**src/rtl/pim_mac_sequencer.sv**
```systemverilog
// CFU command sequencer for a bit-serial processing-in-memory MAC macro.
// Handles row READ/WRITE and IBITS-pass MAC with a held, overflow-tracked accumulator.
module pim_mac_sequencer #(
  parameter int DWIDTH = 32,
  parameter int ROWS   = 8,
  parameter int IBITS  = 8,
  localparam int AW    = (ROWS > 1) ? $clog2(ROWS) : 1,
  localparam int BW    = (IBITS > 1) ? $clog2(IBITS) : 1
) (
  input  logic              clk,
  input  logic              reset,
  input  logic              cmd_valid,
  output logic              cmd_ready,
  input  logic [9:0]        cmd_payload_function_id,
  input  logic [DWIDTH-1:0] cmd_payload_inputs_0,
  input  logic [DWIDTH-1:0] cmd_payload_inputs_1,
  output logic              rsp_valid,
  input  logic              rsp_ready,
  output logic              rsp_payload_response_ok,
  output logic [DWIDTH-1:0] rsp_payload_outputs_0,
  output logic [AW-1:0]     mem_addr,
  output logic [DWIDTH-1:0] mem_wdata,
  output logic              mem_we,
  output logic              mem_re,
  input  logic [DWIDTH-1:0] mem_rdata,
  output logic              pim_en,
  output logic [ROWS-1:0]   pim_rwl,
  input  logic [DWIDTH-1:0] pim_psum,
  output logic              busy
);

  typedef enum logic [2:0] {S_IDLE, S_MEM, S_RDWAIT, S_MAC, S_DRAIN, S_RESP} state_t;
  typedef enum logic [1:0] {OP_READ, OP_WRITE, OP_MAC, OP_MAC_ACC} op_t;

  state_t                      state;
  op_t                         op_q;
  logic [ROWS*IBITS-1:0]       act_q;
  logic [DWIDTH-1:0]           data_q;
  logic [DWIDTH-1:0]           acc;
  logic                        ovf;
  logic [BW-1:0]               bidx;
  logic                        add_vld;
  logic [BW-1:0]               add_sh;

  op_t                         cmd_op;
  logic [2*DWIDTH-1:0]         cmd_ops;
  logic [ROWS-1:0][IBITS-1:0]  rwl_src;
  logic [BW-1:0]               rwl_b;
  logic [ROWS-1:0]             rwl_nxt;
  logic [DWIDTH+IBITS-1:0]     term_ext;
  logic [DWIDTH:0]             sum;
  logic                        ovf_term;
  logic                        unused_ok;

  assign cmd_op    = op_t'(cmd_payload_function_id[1:0]);
  assign cmd_ops   = {cmd_payload_inputs_1, cmd_payload_inputs_0};
  assign unused_ok = ^cmd_payload_function_id[9:2+AW];

  // Wordline pattern for the next issue: bit 0 straight from the payload at
  // accept, later bits from the registered activations.
  always_comb begin
    rwl_src = (state == S_IDLE) ? cmd_ops[ROWS*IBITS-1:0] : act_q;
    rwl_b   = (state == S_IDLE) ? '0 : bidx + 1'b1;
    rwl_nxt = '0;
    for (int r = 0; r < ROWS; r++) rwl_nxt[r] = rwl_src[r][rwl_b];
  end

  // Partial sum weighted by its bit position; any bit lost to the shift or
  // the add marks the result as overflowed.
  always_comb begin
    term_ext = {{IBITS{1'b0}}, pim_psum} << add_sh;
    sum      = {1'b0, acc} + {1'b0, term_ext[DWIDTH-1:0]};
    ovf_term = (term_ext[DWIDTH+IBITS-1:DWIDTH] != '0) | sum[DWIDTH];
  end

  always_ff @(posedge clk or negedge reset) begin
    if (!reset) begin
      state                   <= S_IDLE;
      op_q                    <= OP_READ;
      act_q                   <= '0;
      data_q                  <= '0;
      acc                     <= '0;
      ovf                     <= 1'b0;
      bidx                    <= '0;
      add_vld                 <= 1'b0;
      add_sh                  <= '0;
      cmd_ready               <= 1'b1;
      rsp_valid               <= 1'b0;
      rsp_payload_response_ok <= 1'b0;
      rsp_payload_outputs_0   <= '0;
      mem_addr                <= '0;
      mem_wdata               <= '0;
      mem_we                  <= 1'b0;
      mem_re                  <= 1'b0;
      pim_en                  <= 1'b0;
      pim_rwl                 <= '0;
      busy                    <= 1'b0;
    end else begin
      mem_we  <= 1'b0;
      mem_re  <= 1'b0;
      pim_en  <= 1'b0;
      pim_rwl <= '0;
      add_vld <= pim_en;
      add_sh  <= bidx;
      if (add_vld) begin
        acc <= sum[DWIDTH-1:0];
        ovf <= ovf | ovf_term;
      end
      case (state)
        S_IDLE: begin
          if (cmd_valid && cmd_ready) begin
            op_q      <= cmd_op;
            act_q     <= cmd_ops[ROWS*IBITS-1:0];
            data_q    <= cmd_payload_inputs_0;
            mem_addr  <= cmd_payload_function_id[2+AW-1:2];
            cmd_ready <= 1'b0;
            busy      <= 1'b1;
            case (cmd_op)
              OP_READ: begin
                state  <= S_MEM;
                mem_re <= 1'b1;
              end
              OP_WRITE: begin
                state     <= S_MEM;
                mem_we    <= 1'b1;
                mem_wdata <= cmd_payload_inputs_0;
              end
              default: begin
                if (cmd_op == OP_MAC) begin
                  acc <= '0;
                  ovf <= 1'b0;
                end
                state   <= S_MAC;
                bidx    <= '0;
                pim_en  <= 1'b1;
                pim_rwl <= rwl_nxt;
              end
            endcase
          end
        end
        S_MEM: begin
          if (op_q == OP_WRITE) begin
            state                   <= S_RESP;
            rsp_valid               <= 1'b1;
            rsp_payload_outputs_0   <= data_q;
            rsp_payload_response_ok <= 1'b1;
          end else begin
            state <= S_RDWAIT;
          end
        end
        S_RDWAIT: begin
          state                   <= S_RESP;
          rsp_valid               <= 1'b1;
          rsp_payload_outputs_0   <= mem_rdata;
          rsp_payload_response_ok <= 1'b1;
        end
        S_MAC: begin
          if (bidx == BW'(IBITS - 1)) begin
            state <= S_DRAIN;
          end else begin
            bidx    <= bidx + 1'b1;
            pim_en  <= 1'b1;
            pim_rwl <= rwl_nxt;
          end
        end
        S_DRAIN: begin
          // The last partial sum lands now; respond with the post-add value.
          state                   <= S_RESP;
          rsp_valid               <= 1'b1;
          rsp_payload_outputs_0   <= sum[DWIDTH-1:0];
          rsp_payload_response_ok <= ~(ovf | ovf_term);
        end
        S_RESP: begin
          if (rsp_ready) begin
            state     <= S_IDLE;
            rsp_valid <= 1'b0;
            cmd_ready <= 1'b1;
            busy      <= 1'b0;
          end
        end
        default: state <= S_IDLE;
      endcase
    end
  end

endmodule

```
**config.mk**
```make
export PLATFORM = sky130hd
export DESIGN_NAME = pim_mac_sequencer
export DESIGN_NICKNAME = d
export VERILOG_FILES = /design/src/rtl/pim_mac_sequencer.sv
export SDC_FILE = /design/constraint.sdc
export NUM_CORES = 1
export LEC_CHECK = 0
export BUFFER_PORTS_ARGS = -buffer_cell sky130_fd_sc_hd__buf_4
export CAP_MARGIN = 5
export CORE_MARGIN = 2
export CORE_UTILIZATION = 55
export DETAILED_ROUTE_END_ITERATION = 6
export PLACE_DENSITY_LB_ADDON = 0.05
export REMOVE_ABC_BUFFERS = 1
export SYNTH_ARGS = -nofsm -noshare
export SYNTH_HDL_FRONTEND = slang
export SYNTH_SLANG_ARGS = --single-unit
```
**constraint.sdc**
```tcl
create_clock -name clk -period 5.37 [get_ports clk]
set_clock_uncertainty 0.1 [all_clocks]
set_input_delay 1.074 -clock clk [delete_from_list [all_inputs] [get_ports clk]]
set_output_delay 1.074 -clock clk [all_outputs]
set_load 0.02 [all_outputs]
```
== Yosys cells after proc, flatten, opt, wreduce, memory -nomap -nowiden ==
Index checks and enable logic that the tools add are counted.
Word-level totals
  latch bits: 0
  memory bits (read-only): 0
  logic and storage cells: 122
  bits in registers: 223
  output and inout port bits: 82
  memories kept: 0
  RAM bits: 0
Cells by class
  equal/unequal tests: 15
  shift-type cells: 1
  $mul: 0
  add/sub/neg operators: 2
  reduce and logical (&&, ||, !) cells: 17
  div/mod/pow operators: 0
  $lt $le $gt $ge: 1
  bitwise operators: 3
  muxes and demuxes: 63
Operator list (count)
  $mux W32: 6
  $pmux W32 S3: 1
  $mux W64: 1
  $shl A32 B3 Y40: 1
  $add A32 B32 Y33: 1
  $mux W1: 27
  $bmux W1 S3: 8
  $mux W3: 8
  $mux W8: 3
  $pmux W8 S2: 1
  $pmux W3 S5: 1
  $reduce_and A3 Y1: 4
  $ne A2 B2 Y1 const B: 5
  $eq A3 B3 Y1 const B: 3
  $reduce_bool A8 Y1: 1
  $eq A3 B2 Y1 const B: 2
  $pmux W1 S2: 3
  $pmux W1 S3: 2
  $pmux W3 S2: 1
  $reduce_bool A3 Y1: 2
  $eq A2 B1 Y1 const B: 2
  $lt A3 B4 Y1 const B: 1
  $reduce_and A2 Y1: 2
  $reduce_and A4 Y1: 1
  other kinds (12): 15

== Longest topological paths before layout ==
  depth in word-level cells: 9
  gate-level depth with buffers: 16
  depth with buffers taken out: 14

== Least setup slack after synthesis ==
Ideal clock, no wire load.
  path type: input port to flip-flop
  start point: input port pim_psum[14]
  end point: register acc[28]
  setup time: 0.069 ns
  required time: 5.201 ns
  cell stages on the path: 10
  setup slack: 1.568 ns
  path buffers: 0
  arrival time: 3.633 ns
  cells stage by stage: mux2_2 mux4_2 ha_1 a21o_1 o21bai_1 a221o_1 o31ai_4 nor3_1 or3_1 nand3_1
Between the ends
  cells in the longest elaborated chain, start to end: 7
Ends and longest elaborated chain
  start: declaration: RTL line 28  | input logic [DWIDTH-1:0] pim_psum,
  $shl A32 B3 Y40 (*): RTL line 71  | term_ext = {{IBITS{1'b0}}, pim_psum} << add_sh;
  $add A32 B32 Y33 (*): RTL line 72  | sum = {1'b0, acc} + {1'b0, term_ext[DWIDTH-1:0]};
  $mux W32 (*): RTL line 105  | if (add_vld) begin
  $mux W32: RTL line 129  | if (cmd_op == OP_MAC) begin
  $mux W32: RTL line 118  | case (cmd_op)
  $mux W32: RTL line 111  | if (cmd_valid && cmd_ready) begin
  $mux W32 (*): RTL line 109  | case (state)
  end signal: assignment: RTL line 106  | acc <= sum[DWIDTH-1:0];
  end: declaration: RTL line 39  | logic [DWIDTH-1:0] acc;
Mark *: on every way between the ends. The rest lies on a longest branch, timed or not.
A chain may end at the register's enable or synchronous reset.

== Worst setup path after layout ==
  start point: register add_sh[0]
  end point: register rsp_payload_outputs_0[31]
Between the ends
  cells in the longest elaborated chain, start to end: 3
Ends and longest elaborated chain
  start: declaration: RTL line 43  | logic [BW-1:0] add_sh;
  start signal: assignment: RTL line 104  | add_sh <= bidx;
  $shl A32 B3 Y40: RTL line 71
  $add A32 B32 Y33: RTL line 72
  $pmux W32 S3: RTL line 109
  end signal: assignment: RTL line 145  | rsp_payload_outputs_0 <= data_q;
  end signal: assignment: RTL line 154  | rsp_payload_outputs_0 <= mem_rdata;
  end signal: assignment: RTL line 170  | rsp_payload_outputs_0 <= sum[DWIDTH-1:0];
  end: declaration: RTL line 20  | output logic [DWIDTH-1:0] rsp_payload_outputs_0,
No other way between the ends.

==> results.json <==
{
  "cellPowerDensity_nw_per_um2": 777,
  "synth_enable_flop_cells": 0,
  "critPathArrivalTime_ps": 4500,
  "finalCritPeriodShare": 0.799,
  "hold_buffers": 0,
  "nets": 1538,
  "postLayoutCellArea_sq_um": 13700,
  "drtIter0Drc": 754,
  "path_buf_inv": 1,
  "io_pins": 224,
  "post-route-min-period_ps": 4290,
  "p_switching_mw": 5.02,
  "cts_inserted_buffers": 17,
  "fill_cells": 1687,
  "min-delay-start": "pim_en",
  "hpwlAfterDp_mm": 22.5,
  "dpl_cell_area_sq_um": 13100,
  "drive_gt1_frac": 0.283,
  "drv_cap": 0,
  "worstPathCellList": "buf_4 -> mux2_2 -> mux4_2 -> ha_1 -> nand4_1 -> o21ai_0 -> o22ai_1 -> and2_1 -> nand2_1 -> o21ai_0 -> xor2_1 -> o22ai_1",
  "cts_tree": "done",
  "holdPathStages": 0,
  "synth_common_cells": "nand2_1 (262), dfrtp_1 (190), nor2_1 (100), mux2_2 (65), a21oi_1 (52)",
  "async_reset_ff_frac": 1.00,
  "finalHoldViolCount": 0,
  "cts_setup_buffers": 0,
  "pwr-share-seq": 0.251,
  "grt_pass1_vias": 9177,
  "grt_pass1_wl_mm": 49.6,
  "start_util": 0.560,
  "clkPwrFrac": 0.121,
  "track_usage": 0.290,
  "clock-sinks": 191,
  "ctsResizeCount": 0,
  "clock_latency_ps": 440,
  "first_pass_iters": 7,
  "grt_max_degree": 132,
  "clk_pin_slew_worst_paths_ps": 80,
  "die_area_sq_um": 21700,
  "path_max_fanout": 19,
  "endpoint_kind": "register",
  "synthFlopType": "dfrtp_1",
  "yosysSeqAreaShare": 0.424,
  "cp.required_ps": 5580,
  "num_vias": 9529,
  "critPathMaxStageDelay_ps": 810,
  "antenna_found_initial": 0,
  "p_int_mw": 5.61,
  "reg2reg_depth": 12,
  "synthTopCellsByArea": "dfrtp_1 (42%), nand2_1 (8.7%), mux2_2 (6.5%)",
  "finalSetupViolations": 0,
  "synth_top_area_cell": "dfrtp_1",
  "synth_area_sq_um": 11300,
  "grt.overflow.total": 0,
  "drv_slew": 0,
  "chipHeight_microns": 147,
  "comb_power_share": 0.628,
  "path_class": "reg -> reg",
  "fmax_mhz": 233,
  "synth_warnings": 0,
  "critPathSlowestCell": "dfrtp_1",
  "drc": 2,
  "avgSynthCellArea_sq_um": 9.57,
  "yosysMostFrequentCell": "nand2_1",
  "via_per_inst": 5.80,
  "critical-path-top-delay-family": "multiplexers",
  "ant_nets": 0,
  "clockBufferDepth": 2,
  "core.rowCount": 52,
  "core_area_sq_um": 20200,
  "worst_slew_pin_slew_ps": 1060,
  "worstHoldEndpoint": "add_vld",
  "slew_headroom": 0.293,
  "worst_hold_path_type": "reg -> reg",
  "synth.top_cell.area_share": 0.421,
  "numPortBuffers": 218,
  "wl_per_cell_microns": 18.6,
  "reg2reg_from": "add_sh[0]",
  "tns_ps": 0,
  "area_delta_synth_final_pct": 21.1,
  "status": "complete, but fails checks",
  "dp.cells": 1612,
  "synth.distinct_cells": 72,
  "cp-start-kind": "register",
  "drt_wl_total_mm": 30.6,
  "syn_inst": 1180,
  "rr_endpoint": "rsp_payload_outputs_0[31]",
  "fin_cells": 1644,
  "vdd.ir_drop.worst_mv": 0.304,
  "ys_seq_elements": 191,
  "cts-root-buf": "clkbuf_16",
  "die_width_microns": 147,
  "violations": "DRC",
  "diodes": 0,
  "swShare": 0.472,
  "gp_congestion": 0.890,
  "cts_max_level": 4,
  "rsz0062_at_grt": "false",
  "r2r_slack_ps": 1080,
  "p_leak_nw": 6.48
}
## layout make-up
class | count | area (sq um) | share of cell area
repair buffers | 241 | 1820 | 0.133
flip-flops and latches | 191 | 4780 | 0.350
inverters | 15 | 56.3 | 0.00412
clock buffers | 18 | 439 | 0.0321
clock inverters | 14 | 166 | 0.0122
multi-input cells | 895 | 6080 | 0.444
well taps | 270 | 338 | 0.0247
## registers in the layout, indices dropped and copies added (netlist names), 2 cells and up
name                   cells
add_sh                     3
mem_wdata                 32
state                      3
op_q                       2
acc                       32
bidx                       3
mem_addr                   3
pim_rwl                    8
rsp_payload_outputs_0     32
act_q                     64
## power groups by stage
stage | registers (mW) | logic (mW) | clock network (mW)
5_1_grt | 2.76 | 7.36 | 1.37
4_1_cts | 2.66 | 6.65 | 1.31
3_3_place_gp | 2.66 | 6.54 | 0
3_5_place_dp | 2.68 | 6.61 | 0
2_1_floorplan | 2.98 | 4.30 | 0
6_report | 2.67 | 6.68 | 1.28
## layer usage
| metal | up-vias | track usage | routed length, microns |
|---|---|---|---|
| met5 | - | 0 | 0 |
| met4 | 0 | 0.0740 | 581 |
| met3 | 34 | 0.0584 | 1960 |
| met2 | 323 | 0.461 | 14500 |
| met1 | 4583 | 0.412 | 13600 |
| li1 | 4589 | - | - |
## worst register-to-register path, stage by stage, from the launching register on
cell and delay [ps]:
dfrtp_1 810, buf_4 340, mux2_2 390, mux4_2 520, ha_1 390, nand4_1 260
o21ai_0 120, o22ai_1 270, and2_1 190, nand2_1 50, o21ai_0 370, xor2_1 240
o22ai_1 120
## cells by family after synthesis
group	after synthesis	synth area share
AOI/OAI and AO/OA	243	0.151
buffers and inverters	94	0.0397
adders and majority gates	35	0.0395
xor gates and xnor gates	27	0.0209
DFF	191	0.424
and+or+nand+nor	463	0.176
muxes	127	0.150
## layout by cell type (no fill, tap or decap), types with 5 or more instances in the layout
cell / count
a211oi_1: 13
a21o_1: 15
a21oi_1: 52
a221oi_1: 17
a222oi_1: 10
a22oi_1: 9
a31oi_1: 12
and3_1: 7
buf_4: 240
clkbuf_16: 17
clkinv_8: 5
dfrtp_1: 190
ha_1: 34
inv_1: 14
inv_6: 5
mux2_2: 65
mux2i_1: 35
mux4_2: 27
nand2_1: 262
nand3_1: 15
nand4_1: 11
nor2_1: 99
nor3_1: 31
nor4_1: 5
o211ai_1: 7
o21ai_0: 41
o21bai_1: 10
o22a_1: 5
o22ai_1: 17
or3_1: 7
xnor2_1: 18
xor2_1: 9
## per-stage QoR
stage / hold slack (ps) / power, mW / utilization / setup WS, ps
global placement: 261 / 9.20 / 0.648 / 1100
floorplan: 278 / 7.29 / - / 1330
detailed placement: 284 / 9.29 / 0.648 / 1060
CTS: 307 / 10.6 / 0.678 / 1110
finish: 309 / 10.6 / 0.678 / 1080
global route: 307 / 11.5 / 0.678 / 845
## worst max-delay path by stage
stage	start	endpoint	depth (start not counted)
3_5_place_dp	pim_psum[10]	rsp_payload_response_ok	12
4_1_cts	add_sh[0]	rsp_payload_outputs_0[31]	12
6_report	add_sh[0]	rsp_payload_outputs_0[31]	12
5_1_grt	add_sh[0]	rsp_payload_outputs_0[31]	12
2_1_floorplan	cmd_valid	mem_wdata[0]	3
3_3_place_gp	pim_psum[10]	rsp_payload_response_ok	12
Note: power is estimated with default switching activity, not from simulation.
